--- config.mk ---
export PLATFORM = sky130hd
export DESIGN_NAME = periph_bus_ctrl_flat
export DESIGN_NICKNAME = d
export VERILOG_FILES = /design/src/rtl/periph_bus_pkg.sv /design/src/rtl/periph_bus_ctrl_if.sv /design/src/rtl/bus_timeout_ctr.sv /design/src/rtl/periph_bus_ctrl.sv /design/src/flat_wrapper.sv
export SDC_FILE = /design/constraint.sdc
export NUM_CORES = 1
export LEC_CHECK = 0
export ABC_AREA = 1
export BUFFER_PORTS_ARGS = -buffer_cell sky130_fd_sc_hd__buf_2
export CAP_MARGIN = 20
export CORE_AREA = 2 2 176 178
export DETAILED_ROUTE_END_ITERATION = 8
export DIE_AREA = 0 0 178 180
export PLACE_DENSITY = 0.51
export SETUP_SLACK_MARGIN = 0.15
export SYNTH_ARGS = -nofsm -noshare
export SYNTH_HDL_FRONTEND = slang
export SYNTH_SLANG_ARGS = --single-unit
export TNS_END_PERCENT = 20
--- constraint.sdc ---
create_clock -name clk -period 7.6 [get_ports clk]
set_clock_uncertainty 0.05 [all_clocks]
set_input_delay 0 -clock clk [delete_from_list [all_inputs] [get_ports clk]]
set_output_delay 0 -clock clk [all_outputs]
set_load 0.01 [all_outputs]
--- src/rtl/periph_bus_pkg.sv ---
// periph_bus_pkg: shared FSM states, constants and page-to-slot decode for periph_bus_ctrl
package periph_bus_pkg;
  typedef enum logic [1:0] {IDLE, ACCESS, ERROR} state_t;
  typedef struct packed {
    logic       hit;
    logic [3:0] slot;
  } dec_t;
  localparam logic [31:0] DEAD_DATA = 32'hDEAD_BEEF;
  localparam logic [15:0] RAM_PAGE = 16'h0000;
  function automatic dec_t decode_page(input logic [15:0] page, input logic [15:0] base, input int n);
    dec_t d;
    logic [15:0] off;
    off = page - base;
    d.hit = page == RAM_PAGE || off < 16'(n - 1);
    d.slot = page == RAM_PAGE ? 4'd0 : 4'(off + 16'd1);
    return d;
  endfunction
endpackage

--- src/rtl/periph_bus_ctrl_if.sv ---
// periph_bus_ctrl_if: CPU request/response and slave strobe/response signals of the peripheral bus
interface periph_bus_ctrl_if #(parameter int N_SLOTS = 8) ();
  logic [31:0]           mem_addr;
  logic [31:0]           mem_wdata;
  logic [3:0]            mem_wmask;
  logic                  mem_rstrb;
  logic [31:0]           mem_rdata;
  logic                  mem_rbusy;
  logic                  mem_wbusy;
  logic [N_SLOTS-1:0]    s_cs;
  logic                  s_rd;
  logic                  s_wr;
  logic [3:0]            s_wmask;
  logic [31:0]           s_wdata;
  logic [32*N_SLOTS-1:0] s_rdata;
  logic [N_SLOTS-1:0]    s_ready;
  modport master (output mem_addr, mem_wdata, mem_wmask, mem_rstrb, input mem_rdata, mem_rbusy, mem_wbusy);
  modport slave (input s_cs, s_rd, s_wr, s_wmask, s_wdata, output s_rdata, s_ready);
  modport ctrl (
    input mem_addr, mem_wdata, mem_wmask, mem_rstrb, s_rdata, s_ready,
    output mem_rdata, mem_rbusy, mem_wbusy, s_cs, s_rd, s_wr, s_wmask, s_wdata
  );
endinterface

--- src/rtl/bus_timeout_ctr.sv ---
// bus_timeout_ctr: counts ACCESS cycles since acceptance and flags the last allowed one
module bus_timeout_ctr #(parameter int MAX = 15) (
  input  logic clk,
  input  logic reset,
  input  logic start,
  input  logic run,
  output logic expired
);
  logic [7:0] cnt;
  assign expired = run && cnt == 8'(MAX - 1);
  // restart on acceptance, advance once per ACCESS cycle
  always_ff @(posedge clk or posedge reset)
    if (reset) cnt <= '0;
    else if (start) cnt <= '0;
    else if (run) cnt <= cnt + 8'd1;
endmodule

--- src/rtl/periph_bus_ctrl.sv ---
// periph_bus_ctrl: page-decoded CPU-to-peripheral bus bridge; define BUS_TIMEOUT_EN to add the ready timeout
module periph_bus_ctrl
  import periph_bus_pkg::*;
#(
  parameter int          N_SLOTS     = 8,
  parameter logic [15:0] BASE_PAGE   = 16'h0040,
  parameter int          TIMEOUT_CYC = 15
) (
  input  logic              clk,
  input  logic              reset,
  periph_bus_ctrl_if.ctrl   bus,
  input  logic              err_clr,
  output logic              err_valid,
  output logic [31:0]       err_addr
);
  state_t             state;
  logic [31:0]        addr_q;
  logic               wr_q;
  logic               is_wr;
  logic               req;
  logic               rdy;
  logic               expired;
  logic               err_ev;
  logic [31:0]        sel_rdata;
  logic [N_SLOTS-1:0] dec_oh;
  dec_t               dec;
  assign is_wr = |bus.mem_wmask;
  assign req = is_wr || bus.mem_rstrb;
  assign dec = decode_page(bus.mem_addr[31:16], BASE_PAGE, N_SLOTS);
  assign dec_oh = dec.hit ? N_SLOTS'(1) << dec.slot : '0;
  assign rdy = |(bus.s_ready & bus.s_cs);
  assign err_ev = state == ERROR || (state == ACCESS && expired && !rdy);
`ifdef BUS_TIMEOUT_EN
  bus_timeout_ctr #(.MAX(TIMEOUT_CYC)) u_tmo (
    .clk    (clk),
    .reset  (reset),
    .start  (state == IDLE && req),
    .run    (state == ACCESS),
    .expired(expired)
  );
`else
  assign expired = 1'b0;
`endif
  // read data of the selected slot; s_cs is one-hot so OR-ing masked lanes is a mux
  always_comb begin
    sel_rdata = '0;
    for (int k = 0; k < N_SLOTS; k++) sel_rdata = sel_rdata | (bus.s_cs[k] ? bus.s_rdata[32*k +: 32] : 32'h0);
  end
  // bus FSM with registered strobes, busy flags and read data
  always_ff @(posedge clk or posedge reset)
    if (reset) begin
      state <= IDLE;
      addr_q <= '0;
      wr_q <= 1'b0;
      bus.mem_rdata <= '0;
      bus.mem_rbusy <= 1'b0;
      bus.mem_wbusy <= 1'b0;
      bus.s_cs <= '0;
      bus.s_rd <= 1'b0;
      bus.s_wr <= 1'b0;
      bus.s_wmask <= '0;
      bus.s_wdata <= '0;
    end else begin
      case (state)
        IDLE: if (req) begin
          addr_q <= bus.mem_addr;
          wr_q <= is_wr;
          bus.mem_rbusy <= !is_wr;
          bus.mem_wbusy <= is_wr;
          state <= dec.hit ? ACCESS : ERROR;
          bus.s_cs <= dec_oh;
          bus.s_rd <= dec.hit && !is_wr;
          bus.s_wr <= dec.hit && is_wr;
          bus.s_wmask <= dec.hit ? bus.mem_wmask : 4'h0;
          bus.s_wdata <= dec.hit ? bus.mem_wdata : 32'h0;
        end
        ACCESS: if (rdy || expired) begin
          if (!wr_q) bus.mem_rdata <= rdy ? sel_rdata : DEAD_DATA;
          bus.mem_rbusy <= 1'b0;
          bus.mem_wbusy <= 1'b0;
          bus.s_cs <= '0;
          bus.s_rd <= 1'b0;
          bus.s_wr <= 1'b0;
          bus.s_wmask <= '0;
          bus.s_wdata <= '0;
          state <= IDLE;
        end
        ERROR: begin
          if (!wr_q) bus.mem_rdata <= DEAD_DATA;
          bus.mem_rbusy <= 1'b0;
          bus.mem_wbusy <= 1'b0;
          state <= IDLE;
        end
        default: state <= IDLE;
      endcase
    end
  // sticky first-error capture; a new error beats a simultaneous clear
  always_ff @(posedge clk or posedge reset)
    if (reset) begin
      err_valid <= 1'b0;
      err_addr <= '0;
    end else if (err_ev && (!err_valid || err_clr)) begin
      err_valid <= 1'b1;
      err_addr <= addr_q;
    end else if (err_clr) begin
      err_valid <= 1'b0;
      err_addr <= '0;
    end
endmodule

--- src/flat_wrapper.sv ---
// flat-port wrapper written by rule: the top's interface ports become plain ports
module periph_bus_ctrl_flat import periph_bus_pkg::*;
#(
  parameter int          N_SLOTS     = 8,
  parameter logic [15:0] BASE_PAGE   = 16'h0040,
  parameter int          TIMEOUT_CYC = 15
)
  (clk, reset, err_clr, err_valid, err_addr, bus_mem_addr, bus_mem_wdata, bus_mem_wmask, bus_mem_rstrb, bus_s_rdata, bus_s_ready, bus_mem_rdata, bus_mem_rbusy, bus_mem_wbusy, bus_s_cs, bus_s_rd, bus_s_wr, bus_s_wmask, bus_s_wdata);
  periph_bus_ctrl_if #(.N_SLOTS(N_SLOTS)) bus_i ();
  input  logic clk;
  input  logic reset;
  input  logic err_clr;
  output logic err_valid;
  output logic [31:0] err_addr;
  input wire logic [$bits(bus_i.mem_addr)-1:0] bus_mem_addr;
  input wire logic [$bits(bus_i.mem_wdata)-1:0] bus_mem_wdata;
  input wire logic [$bits(bus_i.mem_wmask)-1:0] bus_mem_wmask;
  input wire logic [$bits(bus_i.mem_rstrb)-1:0] bus_mem_rstrb;
  input wire logic [$bits(bus_i.s_rdata)-1:0] bus_s_rdata;
  input wire logic [$bits(bus_i.s_ready)-1:0] bus_s_ready;
  output wire logic [$bits(bus_i.mem_rdata)-1:0] bus_mem_rdata;
  output wire logic [$bits(bus_i.mem_rbusy)-1:0] bus_mem_rbusy;
  output wire logic [$bits(bus_i.mem_wbusy)-1:0] bus_mem_wbusy;
  output wire logic [$bits(bus_i.s_cs)-1:0] bus_s_cs;
  output wire logic [$bits(bus_i.s_rd)-1:0] bus_s_rd;
  output wire logic [$bits(bus_i.s_wr)-1:0] bus_s_wr;
  output wire logic [$bits(bus_i.s_wmask)-1:0] bus_s_wmask;
  output wire logic [$bits(bus_i.s_wdata)-1:0] bus_s_wdata;
  assign bus_i.mem_addr = bus_mem_addr;
  assign bus_i.mem_wdata = bus_mem_wdata;
  assign bus_i.mem_wmask = bus_mem_wmask;
  assign bus_i.mem_rstrb = bus_mem_rstrb;
  assign bus_i.s_rdata = bus_s_rdata;
  assign bus_i.s_ready = bus_s_ready;
  assign bus_mem_rdata = bus_i.mem_rdata;
  assign bus_mem_rbusy = bus_i.mem_rbusy;
  assign bus_mem_wbusy = bus_i.mem_wbusy;
  assign bus_s_cs = bus_i.s_cs;
  assign bus_s_rd = bus_i.s_rd;
  assign bus_s_wr = bus_i.s_wr;
  assign bus_s_wmask = bus_i.s_wmask;
  assign bus_s_wdata = bus_i.s_wdata;
  periph_bus_ctrl #(.N_SLOTS(N_SLOTS), .BASE_PAGE(BASE_PAGE), .TIMEOUT_CYC(TIMEOUT_CYC)) u_core (.clk(clk), .reset(reset), .bus(bus_i), .err_clr(err_clr), .err_valid(err_valid), .err_addr(err_addr));
endmodule
==> results of run 1 <==
==> power by group <==
part / internal, mW / leakage, nW / switching, mW
Combinational: 0.393 / 4.53 / 0.553
Clock: 0.502 / 0.300 / 0.386
Sequential: 0.973 / 1.94 / 0.101
Total: 1.87 / 6.77 / 1.04
==> synthesized netlist by cell type (4+ instances only) <==
library cell  instances  share of area
nand3_1             141          0.091
nor2_1               36          0.017
a221oi_1             24          0.027
o21ai_0              49          0.032
dfrtp_1             148           0.48
a22o_1               56          0.063
buf_6                 4         0.0058
clkbuf_1             42          0.020
ha_1                  8          0.013
o211ai_1              6         0.0058
a21oi_1              49          0.032
nand4_1              12         0.0097
inv_1                24          0.012
nand2_1             343           0.17
buf_2                27          0.017
==> final timing paths <==
path | startpoint | to | slack [ns] | cells after the start
worst max-delay path | u_core.bus.s_cs[3] | u_core.bus.mem_rdata[8] | 4.59 | 11
worst min-delay path | bus_mem_rstrb | u_core.state[0] | 0.06 | 6
worst max register to register | u_core.bus.s_cs[3] | u_core.bus.mem_rdata[8] | 4.59 | 11
worst min register to register | u_core.bus.s_wmask[1] | u_core.bus.s_wmask[1] | 0.42 | 2
max in group asynchronous | reset | u_core.bus.s_wdata[30] | 5.98 | 4
min in group asynchronous | reset | u_core.err_addr[30] | 0.31 | 3
==> per-layer routing <==
| metal | vias to the layer above | share of wire |
|---|---|---|
| met2 | 348 | 0.48 |
| li1 | 4501 | - |
| met1 | 4413 | 0.43 |
| met5 | - | 0.0019 |
| met3 | 51 | 0.074 |
| met4 | 12 | 0.016 |
==> registers in the layout, summed over array words and instances, names as in the netlist <==
| register | count |
|---|---|
| u_core.bus.s_wr | 1 |
| u_core.state | 2 |
| u_core.bus.mem_wbusy | 1 |
| u_core.addr_q | 32 |
| u_core.err_valid | 1 |
| u_core.bus.s_wmask | 4 |
| u_core.err_addr | 32 |
| u_core.bus.mem_rbusy | 1 |
| u_core.bus.s_rd | 1 |
| u_core.bus.s_wdata | 32 |
| u_core.wr_q | 1 |
| u_core.bus.s_cs | 8 |
| u_core.bus.mem_rdata | 32 |
==> tightest hold or removal path: stages <==
cell,delay [ns]
buf_2,0.07
inv_1,0.04
nand3_1,0.09
nand2_1,0.12
nand2_1,0.07
o21ai_0,0.08
==> kinds of logic after synthesis <==
| group | after synthesis | share of synthesized area |
|---|---|---|
| buf+inv | 101 | 0.0576 |
| fa+ha+maj | 8 | 0.0129 |
| compound gates | 187 | 0.161 |
| flops | 148 | 0.477 |
| xor+xnor | 1 | 0.00113 |
| simple gates | 539 | 0.290 |
==> area by class of cell <==
| class | count | area [µm²] |
|---|---|---|
| diodes | 2 | 5.00 |
| clock buffers | 17 | 425 |
| clock inverters | 15 | 184 |
| fillers | 3145 | 17600 |
| inverters | 27 | 111 |
| multi-input cells | 735 | 3620 |
| flip-flops and latches | 148 | 3700 |
| well taps | 396 | 495 |
| repair buffers | 626 | 4020 |
==> impl_metrics.json, run 1 <==
{
  "setup_viol": 0,
  "fmax_mhz": 332,
  "clk_latency_ns": 0.43,
  "dp.cells": 1771,
  "rsz0062_at_grt": "false",
  "final_nets": 1899,
  "finalHoldViolCount": 0,
  "cts_resized": 0,
  "p_per_area_nw_per_um2": 231,
  "yosys_warnings": 0,
  "synth_nets": 1328,
  "grt_antenna_before_repair": 9,
  "holdBufCountCts": 159,
  "coreArea_um2": 30200,
  "cp-start-kind": "flip-flop",
  "hold_class": "in2reg",
  "timing.hold.ws_ns": 0.0579,
  "grt_pass1_vias": 9372,
  "postCtsSetupBuffers": 0,
  "grtUsageMet3": 0.0546,
  "start_util": 0.257,
  "path_delay_family": "buffers and inverters",
  "synthToLayoutAreaGrowth_pct": 61.7,
  "routed_wirelength_mm": 35.6,
  "worst_pin_slew_ns": 1.12,
  "grt_pass1_wl_mm": 52.8,
  "dr.pass1.iters": 5,
  "ys_types": 26,
  "peakVddDrop_v": 0.000151,
  "die_h_um": 180,
  "busiest_layer": "met2",
  "via_per_inst": 4.74,
  "final_common_cell": "buf_2",
  "total_power_mw": 2.91,
  "met2_usage": 0.363,
  "use_met1": 0.273,
  "synth-edff-count": 0,
  "cts_tree": "built",
  "cap_violations": 0,
  "grt_usage": 0.214,
  "cts_buffers": 17,
  "ys_async_sr_fraction": 1.00,
  "crit_arrival_ns": 3.32,
  "end_kind": "flip-flop",
  "crit_chain": "buf_4, nand2_1, nand2_1, nor2_1, nand3_2, nand2_2, nor2_2, buf_4, o211ai_1, dlygate4sd3_1, nand2_1",
  "dp_hpwl_mm": 25.2,
  "finalWorstSetupSlack_ns": 4.59,
  "synthesis.area_um2": 7770,
  "fin_area_um2": 12600,
  "wl_per_cell_um": 18.1,
  "io_pins": 449,
  "final_antenna_net_count": 0,
  "relSlewSlack": 0.255,
  "p_leak_nw": 6.77,
  "place.gp.congestion": 0.900,
  "fin_util": 0.416,
  "drc": 0,
  "cts_max_level": 4,
  "ys_seq_area_frac": 0.477,
  "final_cell_mix": "buf_2, nand2_1, dlygate4sd3_1",
  "path_max_fanout": 35,
  "drive_above_1_share": 0.325,
  "clk_pin_slew_ns": 0.07,
  "period_share": 0.396,
  "die_w_um": 178,
  "maxSlewViolCount": 0,
  "cpMostUsedCell": "nand2_1",
  "grt_max_degree": 103,
  "synthCells": 984,
  "portBuffers": 448,
  "crit_slowest_cell": "dlygate4sd3_1",
  "crit_required_ns": 7.91,
  "post-place-ws_ns": 4.23,
  "worst_path_largest_cell_delay_ns": 0.59,
  "place_area_um2": 10300,
  "synth-seq-cells": 148,
  "cts_sinks": 148,
  "synth_flop_cell": "dfrtp_1",
  "clockRootBuffer": "clkbuf_16",
  "std_cell_rows": 64,
  "status": "finished clean",
  "critPathBufInv": 3,
  "syn-mean-instance-area_um2": 7.90,
  "first_iter_violations": 580,
  "die_area_um2": 32000,
  "vias": 9325,
  "setup_tns_ns": 0,
  "overflow": 0,
  "clockBufferDepth": 2,
  "critPathKind": "reg2reg",
  "min_period_ns": 3.01,
  "fin_cells": 1966
}
(Power assumes the default switching activity.)
==> inputs of run 2 (changes only) <==
- clock period: 7.6 -> 3.05 ns (I/O delays scaled with it)
==> impl_metrics.json, run 2 (same netlist as run 1, synthesis figures left out) <==
{
  "setup_tns_ns": 0,
  "grt_max_degree": 116,
  "period_share": 0.873,
  "grt_pass1_vias": 9394,
  "p_comb_frac": 0.328,
  "routed_wirelength_mm": 34.6,
  "status": "finished clean",
  "drive_above_1_share": 0.327,
  "postCtsSetupBuffers": 0,
  "cts_max_level": 4,
  "crit_chain": "inv_1, ha_2, buf_4, a221oi_1, dlygate4sd3_1, nand3_1, dlygate4sd3_1, nand2_1, nand2_1",
  "worst_pin_slew_ns": 0.633,
  "clk_pin_slew_ns": 0.06,
  "path_delay_family": "buffers and inverters",
  "p_sw_frac": 0.359,
  "end_kind": "flip-flop",
  "rrSetupSlack_ns": 0.39,
  "grt_antenna_before_repair": 7,
  "maxSlewViolCount": 0,
  "fillers": 3135,
  "seqPwrFrac": 0.376,
  "clk_latency_ns": 0.42,
  "std_cell_rows": 64,
  "clockRootBuffer": "clkbuf_16",
  "io_pins": 449,
  "path_max_fanout": 24,
  "p_leak_nw": 6.72,
  "final_cell_mix": "buf_2, nand2_1, dlygate4sd3_1",
  "place.gp.congestion": 0.899,
  "vias": 9246,
  "dp_hpwl_mm": 24.9,
  "die_area_um2": 32000,
  "cts_buffers": 17,
  "hold_class": "in2reg",
  "crit_slowest_cell": "dlygate4sd3_1",
  "p_int_mw": 4.53,
  "final_common_cell": "buf_2",
  "via_per_inst": 4.70,
  "die_w_um": 178,
  "final_antenna_net_count": 0,
  "cp-start-kind": "flip-flop",
  "critPathBufInv": 4,
  "setup_viol": 0,
  "fin_util": 0.414,
  "fmax_mhz": 376,
  "clockBufferDepth": 2,
  "cap_violations": 0,
  "crit_required_ns": 3.31,
  "final_nets": 1900,
  "grt_usage": 0.211,
  "start_util": 0.257,
  "grt_pass1_wl_mm": 52.3,
  "min_period_ns": 2.66,
  "overflow": 0,
  "p_per_area_nw_per_um2": 565,
  "drc": 0,
  "synthToLayoutAreaGrowth_pct": 60.9,
  "crit_arrival_ns": 2.92,
  "relSlewSlack": 0.578,
  "wl_per_cell_um": 17.6,
  "peakVddDrop_v": 0.000236,
  "fin_area_um2": 12500,
  "cts_sinks": 148,
  "place_area_um2": 10400,
  "portBuffers": 448,
  "finalHoldViolCount": 0,
  "worst_path_largest_cell_delay_ns": 0.59,
  "rsz0062_at_grt": "false",
  "p_switching_mw": 2.53,
  "critPathKind": "reg2reg",
  "die_h_um": 180,
  "coreArea_um2": 30200,
  "dr.pass1.iters": 5,
  "first_iter_violations": 600,
  "cts_tree": "built",
  "clkPwrFrac": 0.296
}
run 2: power by group through the flow:
stage / clock network [mW] / registers [mW] / logic, mW
after floorplan: 0 / 2.81 / 1.02
after global placement: 0 / 2.68 / 2.08
after detailed placement: 0 / 2.69 / 2.10
after CTS: 2.16 / 2.66 / 2.36
after global routing: 2.27 / 2.73 / 2.58
final: 2.09 / 2.66 / 2.32
run 2: routing by layer:
layer | global-route usage | share of wire
met4 | 0.0548 | 0.017
met5 | 0 | 0.0011
met2 | 0.350 | 0.48
met1 | 0.268 | 0.43
met3 | 0.0580 | 0.080
run 2: layout make-up:
type                            count  area (µm²)  area share
Clock inverter                     14         141      0.0113
Multi-Input combinational cell    735        3620       0.290
Tap cell                          396         495      0.0396
Clock buffer                       18         429      0.0343
Antenna cell                        3        7.51    0.000600
Inverter                           27         110     0.00881
Timing Repair Buffer              627        3990       0.319
Sequential cell                   148        3700       0.296
run 2: final timing paths:
path / depth (start not counted) / to / startpoint
min in group asynchronous: 4 / u_core.bus.mem_rdata[24] / reset
hold reg to reg: 2 / u_core.bus.s_wdata[17] / u_core.bus.s_wdata[17]
setup reg to reg: 9 / u_core.bus.mem_rdata[1] / u_core.state[0]
hold / removal: 6 / u_core.bus.mem_rdata[4] / bus_s_rdata[68]
max in group asynchronous: 4 / u_core.bus.s_wdata[29] / reset
setup / recovery: 9 / u_core.bus.mem_rdata[1] / u_core.state[0]
run 2: through the flow:
stage | hold WS [ns] | std cells | power (mW) | setup slack (ns)
detailed placement | 0.140 | 1776 | 4.80 | 1.03
floorplan | 0.0596 | 984 | 3.83 | 1.14
global route | 0.0876 | 1965 | 7.58 | 0.237
global placement | 0.138 | 1776 | 4.75 | 1.11
CTS | 0.0569 | 1965 | 7.18 | 0.405
finish | 0.0591 | 1968 | 7.07 | 0.387
run 2: what timing repair did:
action / CTS / global route
resized for setup: 0 / 0
hold buffers: 157 / 0
hold endpoints to repair: 249 / 0
run 2: tightest hold or removal path, delay by kind of cell:
family | cells | cell delay (ns)
compound gates | 1 | 0.11
buf+inv | 1 | 0.08
simple gates | 4 | 0.30
==> inputs of run 3 (changes only) <==
- CORE_AREA: 2 2 176 178 -> 5 5 173 175
- PLACE_DENSITY: 0.51 -> 0.54
==> impl_metrics.json, run 3 (same netlist as run 1, synthesis figures left out) <==
{
  "via_per_inst": 4.79,
  "clk_latency_ns": 0.42,
  "critPathKind": "reg2reg",
  "clockBufferDepth": 2,
  "dp_hpwl_mm": 26.3,
  "status": "finished clean",
  "die_w_um": 178,
  "place_area_um2": 10300,
  "critPathBufInv": 3,
  "vias": 9363,
  "busiest_layer": "met2",
  "die_h_um": 180,
  "cts_max_level": 4,
  "path_max_fanout": 33,
  "wl_per_cell_um": 18.8,
  "maxSlewViolCount": 0,
  "drc": 0,
  "grt_max_degree": 59,
  "crit_required_ns": 3.35,
  "clk_pin_slew_ns": 0.06,
  "end_kind": "flip-flop",
  "grtUsageMet3": 0.0517,
  "grt_usage": 0.217,
  "peakVddDrop_v": 0.000322,
  "fmax_mhz": 370,
  "rsz0062_at_grt": "true",
  "period_share": 0.887,
  "final_nets": 1898,
  "p_leak_nw": 6.71,
  "use_met1": 0.295,
  "cts_buffers": 17,
  "worst_path_largest_cell_delay_ns": 0.60,
  "portBuffers": 448,
  "cap_violations": 0,
  "timing.hold.ws_ns": 0.0206,
  "routed_wirelength_mm": 36.7,
  "hold_class": "in2reg",
  "setup_viol": 0,
  "final_common_cell": "buf_2",
  "crit_arrival_ns": 3.01,
  "relSlewSlack": 0.403,
  "crit_slowest_cell": "dlygate4sd3_1",
  "start_util": 0.274,
  "coreArea_um2": 28300,
  "clockRootBuffer": "clkbuf_16",
  "min_period_ns": 2.71,
  "grt_antenna_before_repair": 2,
  "dp.cells": 1762,
  "place.gp.congestion": 0.933,
  "met2_usage": 0.353,
  "worst_pin_slew_ns": 0.894,
  "final_cell_mix": "buf_2, nand2_1, dlygate4sd3_1",
  "p_per_area_nw_per_um2": 561,
  "postCtsSetupBuffers": 0,
  "cts_tree": "built",
  "dr.pass1.iters": 5,
  "finalHoldViolCount": 0,
  "fin_cells": 1954,
  "die_area_um2": 32000,
  "overflow": 0,
  "cts_sinks": 148,
  "synthToLayoutAreaGrowth_pct": 60.5,
  "drive_above_1_share": 0.326,
  "io_pins": 449,
  "final_antenna_net_count": 0,
  "fin_area_um2": 12500,
  "setup_tns_ns": 0,
  "crit_chain": "inv_1, ha_1, nand3_2, nand2_2, nor2_2, buf_4, o211ai_1, dlygate4sd3_1, nand2_1",
  "path_delay_family": "buffers and inverters",
  "grt_pass1_wl_mm": 54.4,
  "first_iter_violations": 714,
  "std_cell_rows": 62,
  "grt_pass1_vias": 9462,
  "cp-start-kind": "flip-flop"
}
-- run 3: layout make-up --
type                       count  area (µm²)
antenna                        3        7.51
clock buffer                  18         429
clock inverter                14         116
fill                        2893       15800
inverter                      27         110
multi-input combinational    735        3620
sequential                   148        3700
tap                          384         480
timing repair buffer         625        4000
-- run 3: power breakdown --
| group | total [mW] | internal [mW] | switching [mW] | leakage, nW |
|---|---|---|---|---|
| logic | 2.35 | 0.966 | 1.38 | 4.51 |
| clock network | 1.99 | 1.07 | 0.919 | 0.262 |
| registers | 2.67 | 2.42 | 0.244 | 1.94 |
-- run 3: through the flow --
step	total power, mW	util	setup WS, ns
floorplan	3.83	-	1.14
global placement	4.77	0.365	0.644
detailed placement	4.81	0.365	0.760
CTS	7.10	0.440	0.198
global route	7.47	0.440	0.111
finish	7.00	0.440	0.344
-- run 3: path summary, 6_finish.rpt --
path | depth (start not counted) | from | slack (ns) | to
worst min-delay path | 6 | bus_s_rdata[148] | 0.02 | u_core.bus.mem_rdata[20]
min in group asynchronous | 3 | reset | 0.27 | u_core.bus.mem_rdata[22]
worst max register to register | 9 | u_core.state[1] | 0.34 | u_core.bus.mem_rdata[8]
worst max-delay path | 9 | u_core.state[1] | 0.34 | u_core.bus.mem_rdata[8]
max in group asynchronous | 4 | reset | 1.90 | u_core.addr_q[16]
worst min register to register | 2 | u_core.bus.s_wdata[4] | 0.42 | u_core.bus.s_wdata[4]
-- run 3: what timing repair did --
action / CTS / global route
gates resized for setup: 0 / 1
setup endpoints to repair: 0 / 10
hold buffers: 157 / 0
hold endpoints to repair: 134 / 0
-- run 3: layer usage --
layer  vias to the layer above  share of wire
li1                       4497              -
met1                      4408           0.43
met2                       412           0.46
met3                        46          0.085
met4                         0          0.018
met5                         -              0
-- run 3: worst min-delay path: stages --
cell and delay [ns]:
buf_2 0.11, a22o_1 0.12, nor2_1 0.04, nand2_1 0.06, nand3_1 0.07, nand2_1 0.05
